<file path="src/rtl/rtc_pkg.sv">
// Shared types and constants for the RTC bus scheduler: FSM states, active-low
// strobe vectors {CS, AD, RD, WR} and the RTC register map used by the requesters.
package rtc_pkg;

  typedef enum logic [2:0] {
    ST_IDLE,
    ST_ADDR,
    ST_GAP,
    ST_DATA,
    ST_REC
  } state_t;

  localparam logic [3:0] CTRL_IDLE   = 4'b1111;
  localparam logic [3:0] CTRL_ADDR_W = 4'b0010;
  localparam logic [3:0] CTRL_CS     = 4'b0111;
  localparam logic [3:0] CTRL_WR     = 4'b0110;
  localparam logic [3:0] CTRL_RD     = 4'b0101;

  localparam logic [7:0] RTC_REG_SEC   = 8'h20;
  localparam logic [7:0] RTC_REG_MIN   = 8'h21;
  localparam logic [7:0] RTC_REG_HOUR  = 8'h22;
  localparam logic [7:0] RTC_REG_DAY   = 8'h23;
  localparam logic [7:0] RTC_REG_DATE  = 8'h24;
  localparam logic [7:0] RTC_REG_MONTH = 8'h25;
  localparam logic [7:0] RTC_REG_YEAR  = 8'h26;
  localparam logic [7:0] RTC_REG_CTRL  = 8'h2F;

endpackage

</file>
<file path="src/rtl/rtc_bus_sched_if.sv">
// Requester and pad-side signals of the RTC bus scheduler; slave is the scheduler,
// master is whoever drives requests and models the AD pads.
interface rtc_bus_sched_if #(
  parameter int N_REQ = 4
);
  logic [N_REQ-1:0]   req;
  logic [N_REQ-1:0]   we;
  logic [8*N_REQ-1:0] addr;
  logic [8*N_REQ-1:0] wdata;
  logic [N_REQ-1:0]   done;
  logic [7:0]         rdata;
  logic               busy;
  logic [3:0]         control;
  logic [7:0]         ad_out;
  logic               ad_oe;
  logic [7:0]         ad_in;

  modport master (
    output req, we, addr, wdata, ad_in,
    input  done, rdata, busy, control, ad_out, ad_oe
  );

  modport slave (
    input  req, we, addr, wdata, ad_in,
    output done, rdata, busy, control, ad_out, ad_oe
  );
endinterface

</file>
<file path="src/rtl/rtc_rr_arb.sv">
// Combinational grant: requester 0 has absolute priority, the rest are round-robin
// starting at ptr; ptr advances past the winner only when the grant is consumed (en).
module rtc_rr_arb #(
  parameter int N_REQ = 4,
  parameter int IW    = (N_REQ > 1) ? $clog2(N_REQ) : 1
) (
  input  logic             clk,
  input  logic             reset,
  input  logic [N_REQ-1:0] req,
  input  logic             en,
  output logic             gnt_vld,
  output logic [IW-1:0]    gnt_idx
);

  logic [IW-1:0] ptr;
  logic          hit_hi;
  logic          hit_lo;
  logic [IW-1:0] idx_hi;
  logic [IW-1:0] idx_lo;

  // Search at-or-above the pointer first, then wrap to the indices below it.
  always_comb begin
    hit_hi = 1'b0;
    hit_lo = 1'b0;
    idx_hi = '0;
    idx_lo = '0;
    for (int i = 1; i < N_REQ; i++) begin
      if (!hit_hi && req[i] && (IW'(i) >= ptr)) begin
        hit_hi = 1'b1;
        idx_hi = IW'(i);
      end
      if (!hit_lo && req[i] && (IW'(i) < ptr)) begin
        hit_lo = 1'b1;
        idx_lo = IW'(i);
      end
    end
  end

  always_comb begin
    gnt_vld = 1'b0;
    gnt_idx = '0;
    if (req[0]) begin
      gnt_vld = 1'b1;
    end else if (hit_hi) begin
      gnt_vld = 1'b1;
      gnt_idx = idx_hi;
    end else if (hit_lo) begin
      gnt_vld = 1'b1;
      gnt_idx = idx_lo;
    end
  end

  always_ff @(posedge clk or negedge reset) begin
    if (!reset) begin
      ptr <= IW'(1);
    end else if (en && gnt_vld && (gnt_idx != '0)) begin
      ptr <= (gnt_idx == IW'(N_REQ - 1)) ? IW'(1) : gnt_idx + IW'(1);
    end
  end

endmodule

</file>
<file path="src/rtl/rtc_bus_sched.sv">
// Runs one granted request as a full address/gap/data/recovery cycle on the RTC bus;
// new grants are taken only in IDLE, all pad outputs and done/busy are registered.
module rtc_bus_sched
  import rtc_pkg::*;
#(
  parameter int N_REQ  = 4,
  parameter int T_ADDR = 4,
  parameter int T_GAP  = 2,
  parameter int T_DATA = 6,
  parameter int T_REC  = 2
) (
  input  logic           clk,
  input  logic           reset,
  rtc_bus_sched_if.slave bus
);

  localparam int IW = (N_REQ > 1) ? $clog2(N_REQ) : 1;

  state_t           state;
  logic [7:0]       cnt;
  logic [IW-1:0]    owner;
  logic             lat_we;
  logic [7:0]       lat_wdata;
  logic [N_REQ-1:0] done_q;
  logic [7:0]       rdata_q;
  logic             busy_q;
  logic [3:0]       control_q;
  logic [7:0]       ad_out_q;
  logic             ad_oe_q;

  logic             gnt_vld;
  logic [IW-1:0]    gnt_idx;
  logic [7:0]       sel_addr;
  logic [7:0]       sel_wdata;
  logic             sel_we;

  rtc_rr_arb #(
    .N_REQ (N_REQ),
    .IW    (IW)
  ) u_arb (
    .clk     (clk),
    .reset   (reset),
    .req     (bus.req),
    .en      (state == ST_IDLE),
    .gnt_vld (gnt_vld),
    .gnt_idx (gnt_idx)
  );

  always_comb begin
    sel_addr  = '0;
    sel_wdata = '0;
    sel_we    = 1'b0;
    for (int i = 0; i < N_REQ; i++) begin
      if (gnt_idx == IW'(i)) begin
        sel_addr  = bus.addr[8*i +: 8];
        sel_wdata = bus.wdata[8*i +: 8];
        sel_we    = bus.we[i];
      end
    end
  end

  always_ff @(posedge clk or negedge reset) begin
    if (!reset) begin
      state     <= ST_IDLE;
      cnt       <= '0;
      owner     <= '0;
      lat_we    <= 1'b0;
      lat_wdata <= '0;
      done_q    <= '0;
      rdata_q   <= '0;
      busy_q    <= 1'b0;
      control_q <= CTRL_IDLE;
      ad_out_q  <= '0;
      ad_oe_q   <= 1'b0;
    end else begin
      done_q <= '0;
      case (state)
        ST_IDLE: begin
          if (gnt_vld) begin
            owner     <= gnt_idx;
            lat_we    <= sel_we;
            lat_wdata <= sel_wdata;
            busy_q    <= 1'b1;
            control_q <= CTRL_ADDR_W;
            ad_oe_q   <= 1'b1;
            ad_out_q  <= sel_addr;
            cnt       <= 8'(T_ADDR - 1);
            state     <= ST_ADDR;
          end
        end
        ST_ADDR: begin
          if (cnt == '0) begin
            control_q <= CTRL_CS;
            ad_oe_q   <= 1'b0;
            ad_out_q  <= '0;
            cnt       <= 8'(T_GAP - 1);
            state     <= ST_GAP;
          end else begin
            cnt <= cnt - 8'd1;
          end
        end
        ST_GAP: begin
          if (cnt == '0) begin
            control_q <= lat_we ? CTRL_WR : CTRL_RD;
            ad_oe_q   <= lat_we;
            ad_out_q  <= lat_we ? lat_wdata : 8'h00;
            cnt       <= 8'(T_DATA - 1);
            state     <= ST_DATA;
          end else begin
            cnt <= cnt - 8'd1;
          end
        end
        ST_DATA: begin
          if (cnt == '0) begin
            // The pads still show the read data during this last DATA cycle.
            if (!lat_we) begin
              rdata_q <= bus.ad_in;
            end
            done_q[owner] <= 1'b1;
            control_q     <= CTRL_IDLE;
            ad_oe_q       <= 1'b0;
            ad_out_q      <= '0;
            cnt           <= 8'(T_REC - 1);
            state         <= ST_REC;
          end else begin
            cnt <= cnt - 8'd1;
          end
        end
        ST_REC: begin
          if (cnt == '0) begin
            busy_q <= 1'b0;
            state  <= ST_IDLE;
          end else begin
            cnt <= cnt - 8'd1;
          end
        end
        default: begin
          state <= ST_IDLE;
        end
      endcase
    end
  end

  assign bus.done    = done_q;
  assign bus.rdata   = rdata_q;
  assign bus.busy    = busy_q;
  assign bus.control = control_q;
  assign bus.ad_out  = ad_out_q;
  assign bus.ad_oe   = ad_oe_q;

endmodule

</file>
<file path="src/flat_wrapper.sv">
// flat-port wrapper written by rule: the top's interface ports become plain ports
module rtc_bus_sched_flat import rtc_pkg::*;
#(
  parameter int N_REQ  = 4,
  parameter int T_ADDR = 4,
  parameter int T_GAP  = 2,
  parameter int T_DATA = 6,
  parameter int T_REC  = 2
)
  (clk, reset, bus_req, bus_we, bus_addr, bus_wdata, bus_ad_in, bus_done, bus_rdata, bus_busy, bus_control, bus_ad_out, bus_ad_oe);
  rtc_bus_sched_if #(.N_REQ(N_REQ)) bus_i ();
  input  logic clk;
  input  logic reset;
  input wire logic [$bits(bus_i.req)-1:0] bus_req;
  input wire logic [$bits(bus_i.we)-1:0] bus_we;
  input wire logic [$bits(bus_i.addr)-1:0] bus_addr;
  input wire logic [$bits(bus_i.wdata)-1:0] bus_wdata;
  input wire logic [$bits(bus_i.ad_in)-1:0] bus_ad_in;
  output wire logic [$bits(bus_i.done)-1:0] bus_done;
  output wire logic [$bits(bus_i.rdata)-1:0] bus_rdata;
  output wire logic [$bits(bus_i.busy)-1:0] bus_busy;
  output wire logic [$bits(bus_i.control)-1:0] bus_control;
  output wire logic [$bits(bus_i.ad_out)-1:0] bus_ad_out;
  output wire logic [$bits(bus_i.ad_oe)-1:0] bus_ad_oe;
  assign bus_i.req = bus_req;
  assign bus_i.we = bus_we;
  assign bus_i.addr = bus_addr;
  assign bus_i.wdata = bus_wdata;
  assign bus_i.ad_in = bus_ad_in;
  assign bus_done = bus_i.done;
  assign bus_rdata = bus_i.rdata;
  assign bus_busy = bus_i.busy;
  assign bus_control = bus_i.control;
  assign bus_ad_out = bus_i.ad_out;
  assign bus_ad_oe = bus_i.ad_oe;
  rtc_bus_sched #(.N_REQ(N_REQ), .T_ADDR(T_ADDR), .T_GAP(T_GAP), .T_DATA(T_DATA), .T_REC(T_REC)) u_core (.clk(clk), .reset(reset), .bus(bus_i));
endmodule
</file>
<file path="config.mk">
export PLATFORM = sky130hd
export DESIGN_NAME = rtc_bus_sched_flat
export DESIGN_NICKNAME = d
export VERILOG_FILES = /design/src/rtl/rtc_pkg.sv /design/src/rtl/rtc_bus_sched_if.sv /design/src/rtl/rtc_rr_arb.sv /design/src/rtl/rtc_bus_sched.sv /design/src/flat_wrapper.sv
export SDC_FILE = /design/constraint.sdc
export NUM_CORES = 1
export LEC_CHECK = 0
export BUFFER_PORTS_ARGS = -buffer_cell sky130_fd_sc_hd__buf_2
export CAP_MARGIN = 40
export CORE_MARGIN = 5
export CORE_UTILIZATION = 45
export DETAILED_ROUTE_END_ITERATION = 8
export PLACE_DENSITY = 0.81
export SYNTH_ARGS = -nofsm -noshare
export SYNTH_HDL_FRONTEND = slang
export SYNTH_SLANG_ARGS = --single-unit
</file>
<file path="constraint.sdc">
create_clock -name clk -period 2.9 [get_ports clk]
set_input_delay 0.29 -clock clk [delete_from_list [all_inputs] [get_ports clk]]
set_output_delay 0.29 -clock clk [all_outputs]
set_load 0.02 [all_outputs]
</file>
After elaboration in Yosys (flattened, before gate mapping)
Index checks and enable logic that the tools add are counted.

cells by class
  reduce and logical (&&, ||, !) cells = 33
  multiplexer cells = 62
  bitwise operators = 1
  div/mod/pow operators = 0
  add/subtract/negate cells = 2
  equality and inequality tests = 14
  shift operators = 0
  order comparisons = 8
  multipliers = 0

operators by type and width
  kind                   number
  $mux W8                16
  $pmux W8 S4            1
  $mux W4                6
  $pmux W8 S3            1
  $mux W1                19
  $mux W2                9
  $pmux W4 S4            1
  $mux W3                5
  $pmux W3 S5            1
  $logic_and A1 B1 Y1    13
  $ne A2 B1 Y1 const B   6
  $reduce_and A5 Y1      2
  $reduce_and A3 Y1      3
  $logic_not A8 Y1       1
  $reduce_bool A4 Y1     2
  $sub A8 B1 Y8 const B  1
  $eq A3 B2 Y1 const B   2
  $eq A2 B2 Y1 const B   2
  $ge A2 B2 Y1 const A   2
  $logic_not A1 Y1       4
  $lt A2 B2 Y1 const A   2
  $reduce_and A4 Y1      1
  $reduce_bool A2 Y1     2
  $eq A3 B1 Y1 const B   1
  17 further kinds       17

storage, ports and cells
  bits in latches = 0
  flip-flop bits (word level) = 50
  word-level logic and storage cells = 132
  output and inout bits = 26
  memories = 0
  RAM bits = 0
  bits of input ports = 82
  ROM bits = 0

Depth between registers and ports, before layout
  word-level depth = 21
  gate-level depth with buffers = 10
  mapped depth without buffers = 9

By module
A second synthesis with hierarchy kept.

unflattened totals
  cell total of the unflattened synthesis = 258
  area, all modules = 2917.8 um^2

by module, submodules not included
  module         seq. area each (um^2)  area an instance (um^2)  cells each  instances
  rtc_bus_sched  1206.2                 2731.4                   241         1
  rtc_rr_arb     51.3                   186.4                    17          1

Worst setup path before layout
OpenSTA, ideal clock, no wires.

  path type = register -> register
  from = reg u_core.u_arb.ptr[0]
  to = reg u_core.ad_out_q[4], in the netlist u_core.bus.ad_out[4]
  path buffers = 1
  arrival = 2.317 ns
  period minus slack after synthesis = 2.441 ns
  setup time = 0.125 ns
  data required time = 2.775 ns
  stages on the path, launching flop included = 10
  setup slack = 0.459 ns
  path through = dfstp_2 inv_1 a311oi_1 inv_1 ha_1 nor2b_1 clkbuf_1 a221oi_1 o31ai_1 mux2_2

on the way
  word-level cells in the longest chain between the ends = 21
  elaborated cells between the ends (all ways) = 50
  those cells by class = order compare: 6; eq/ne: 4; mux: 24; reduce/logical: 16

RTL lines
  what                               line                  source
  start, declared                    rtc_rr_arb.sv:15      logic [IW-1:0] ptr;
  start signal, assigned             rtc_rr_arb.sv:57      ptr <= (gnt_idx == IW'(N_REQ - 1)) ? IW'(1) : gnt_idx + IW'(1);
  $lt A1 B2 Y1                       rtc_rr_arb.sv:32      if (!hit_lo && req[i] && (IW'(i) < ptr)) begin
  $logic_and A1 B1 Y1                rtc_rr_arb.sv:32
  $mux W1                            rtc_rr_arb.sv:32
  $logic_not A1 Y1                   rtc_rr_arb.sv:32
  $logic_and A1 B1 Y1 (2 in series)  rtc_rr_arb.sv:32
  $mux W1                            rtc_rr_arb.sv:32
  $logic_not A1 Y1                   rtc_rr_arb.sv:32
  $logic_and A1 B1 Y1 (2 in series)  rtc_rr_arb.sv:32
  (+2 left out)                      -
  $mux W2 (*)                        rtc_rr_arb.sv:44      end else if (hit_hi) begin
  $mux W2 (*)                        rtc_rr_arb.sv:42      if (req[0]) begin
  net u_core.gnt_idx[0]              rtc_bus_sched.sv:32   logic [IW-1:0] gnt_idx;
  $logic_not A2 Y1                   rtc_bus_sched.sv:54   if (gnt_idx == IW'(i)) begin
  $mux W8 (3 in series)              rtc_bus_sched.sv:54
  $mux W8 (*)                        rtc_bus_sched.sv:54
  $mux W8 (*)                        rtc_bus_sched.sv:79   if (gnt_vld) begin
  $pmux W8 S3 (*)                    rtc_bus_sched.sv:77   case (state)
  end signal, assigned               rtc_bus_sched.sv:86   ad_out_q <= sel_addr;
  end signal, assigned               rtc_bus_sched.sv:106  ad_out_q <= lat_we ? lat_wdata : 8'h00;
  end, declared                      rtc_bus_sched.sv:28   logic [7:0] ad_out_q;

The timed path passes the listed nets; every way through them passes the cells marked *. The select of a mux whose other input is x is not followed.
A chain may end at the register's enable or synchronous reset.

Worst setup path in the final report
Same ends and word-level chain as after synthesis.

==> flow_summary.yaml <==
synth:
  ys_types: 50
  netlist_instances: 307
  yosysTopAreaCell: "dfrtp_1"
  synth_area_leaders: "dfrtp_1 (38%), mux2_2 (7.9%), a221oi_1 (5.0%), dfstp_2 (4.4%), a211o_1 (3.2%)"
  netlist.area_leader.share: 0.377
  synth.ff_latch_count: 50
  async_flop_share: 1.00
  ys_warn_count: 0
  ys.flop_type: "dfrtp_1"
  synth-edff-count: 0
  yosysSeqAreaShare: 0.421
  syn-cell-area_um2: 2990
  synth_nets: 395
  avgSynthCellArea_um2: 9.74
global_routing:
  antenna_found_initial: 0
  grt_use_total: 0.194
  grt_max_degree: 35
  grt_pass1_vias: 2939
  grt-busiest-layer: "met2"
  overflow: 0
  grtUsageMet3: 0.0512
  met2_usage: 0.319
  grt_pass1_wl_um: 13500
  grtUsageMet1: 0.250
cts:
  cts_tree: "yes"
  cts-buffers-inserted: 5
  clkLatencyLatePin_ns: 0.30
  h-tree-depth: 2
  clkSlewWorstSetupHoldPaths_ns: 0.09
  cts_root_buf: "clkbuf_8"
  post_cts_buffers: 0
  holdBufCountCts: 0
  cts_resized: 0
  clk_path_buf_depth: 2
  cts_sinks: 50
critical_path:
  path_cells: "inv_1 > o21ai_0 > a211oi_1 > inv_1 > ha_1 > nor2b_1 > buf_4 > a221oi_1 > o31ai_1 > mux2_2"
  endpoint_kind: "flop"
  slowest_stage: "a211oi_1"
  worst-path-max-fanout: 15
  cp-start-kind: "flop"
  critPathTopFamily: "compound AO/OA/AOI/OAI gates"
  timing_worst_setup_path_type: "reg -> reg"
  critical_path_arrival_ns: 2.80
  path_buf_inv: 3
  cp_common_cell: "inv_1"
  required_ns: 3.10
  cpPeakStageDelay_ns: 0.52
timing:
  worst_slack_ns: 0.300
  maxSlewViolCount: 0
  fin_setup_tns_ns: 0
  worst_pin_slew_ns: 0.779
  period_needed_ns: 2.60
  setup_viol: 0
  finalHoldViolCount: 0
  timing.hold.ws_ns: 0.0107
  rsz0062_at_grt: "no"
  skew_ns: 0.00603
  finalCritPeriodShare: 0.897
  fmax_mhz: 385
  max-slew-margin-rel: 0.480
hold_path:
  min_path_type: "in -> async"
cells_and_area:
  final_common_cell: "buf_2"
  nets: 495
  final_cell_mix: "buf_2 (108), dfrtp_1 (45), mux2_2 (21)"
  num_antenna_cells: 0
  drive_gt1_frac: 0.397
  syn2layout_area_growth_pct: 23.2
  fillers: 571
placement:
  portBuffers: 107
  routabilityCongestion: 0.879
  hpwl_um: 6210
  dp_slack_ns: 0.353
route:
  drtAntennaViolNets: 0
  avgViaCountPerCell: 5.86
  drc: 0
  vias: 2841
  drt-total-wl_um: 8030
  wl_per_cell_um: 16.6
  drtIter0Drc: 182
  dr.pass1.iters: 4
flow_run:
  maxCapViolations: 0
power:
  p_total_mw: 3.12
  power_density_nw_per_um2: 847
  total_leakage_power_nw: 1.76
  max-vdd-ir-drop_mv: 0.369
floorplanning:
  die_h_um: 91.5
  coreArea_um2: 6420
  initial_core_util: 0.466
  die_area_um2: 8380
  ios: 108
  rows: 29
  die_w_um: 91.5
run_status:
  status: "finished clean"
## worst paths after layout
check	from	to	slack [ns]	cells after the start
max in group asynchronous	reset	u_core.bus.control[2]$_DFFE_PN1P_	2.10	2
max	u_core.u_arb.ptr[0]$_DFFE_PN1P_	u_core.bus.ad_out[4]$_DFFE_PN0P_	0.30	10
min in group clk	bus_ad_in[1]	u_core.bus.rdata[1]$_DFFE_PN0P_	0.22	2
min	reset	u_core.cnt[3]$_DFFE_PN0P_	0.01	1
max reg2reg	u_core.u_arb.ptr[0]$_DFFE_PN1P_	u_core.bus.ad_out[4]$_DFFE_PN0P_	0.30	10
min reg2reg	u_core.bus.control[2]$_DFFE_PN1P_	u_core.bus.control[2]$_DFFE_PN1P_	0.49	2
## per-stage QoR
stage / utilization / cell area [µm²] / cells
global route: 0.574 / 3680 / 485
detailed placement: 0.560 / 3600 / 477
finish: 0.574 / 3680 / 485
floorplan: - / 2990 / 307
CTS: 0.574 / 3680 / 485
global placement: 0.560 / 3590 / 476
## per-layer routing
| layer | routed length (µm) | up-vias |
|---|---|---|
| li1 | - | 1363 |
| met1 | 3390 | 1334 |
| met2 | 3860 | 129 |
| met3 | 653 | 15 |
| met4 | 129 | 0 |
| met5 | 0 | - |
## registers in the layout, summed over array words and instances, names as in the netlist
register / cells
u_core.bus.ad_out: 8
u_core.state: 3
u_core.cnt: 8
u_core.bus.rdata: 8
u_core.u_arb.ptr: 2
u_core.lat_we: 1
u_core.lat_wdata: 8
u_core.bus.done: 4
u_core.bus.busy: 1
u_core.owner: 2
u_core.bus.ad_oe: 1
u_core.bus.control: 4
## final cells by class
class,count,area (µm²),share of cell area
sequential,50,1260,0.341
multi-input combinational,213,1560,0.422
clock buffer,7,76.3,0.0207
tap,77,96.3,0.0262
clock inverter,1,7.51,0.00204
inverter,18,67.6,0.0183
timing repair buffer,119,623,0.169
## kinds of logic (layout without fill, tap and decap cells)
kind of cell	after synthesis	after routing	synth area share
compound gates	101	101	0.249
fa+ha+maj	7	7	0.0285
buf+inv	44	145	0.0632
flops	50	50	0.421
xor+xnor	1	1	0.00293
simple gates	83	83	0.157
mux	21	21	0.0791
## Yosys cell counts, types with 4 or more instances
| master | number |
|---|---|
| a211o_1 | 11 |
| nor2_1 | 17 |
| a221oi_1 | 17 |
| nor2b_1 | 11 |
| nand2b_1 | 5 |
| mux2_2 | 21 |
| o21ai_0 | 16 |
| dfstp_2 | 5 |
| or4_1 | 4 |
| nor4_1 | 6 |
| a21oi_1 | 13 |
| inv_1 | 18 |
| clkbuf_1 | 21 |
| dfrtp_1 | 45 |
| a31oi_1 | 9 |
| o31ai_1 | 9 |
| nand2_1 | 16 |
| nor3_1 | 8 |
| a32oi_1 | 11 |
| ha_1 | 6 |
## report_power, final
| part | internal [mW] | switching, mW | leakage [nW] |
|---|---|---|---|
| sequential | 0.988 | 0.246 | 0.608 |
| clock | 0.171 | 0.226 | 0.0385 |
| combinational | 0.645 | 0.842 | 1.11 |
| total | 1.80 | 1.31 | 1.76 |
Power figures use the tool's default switching activity.
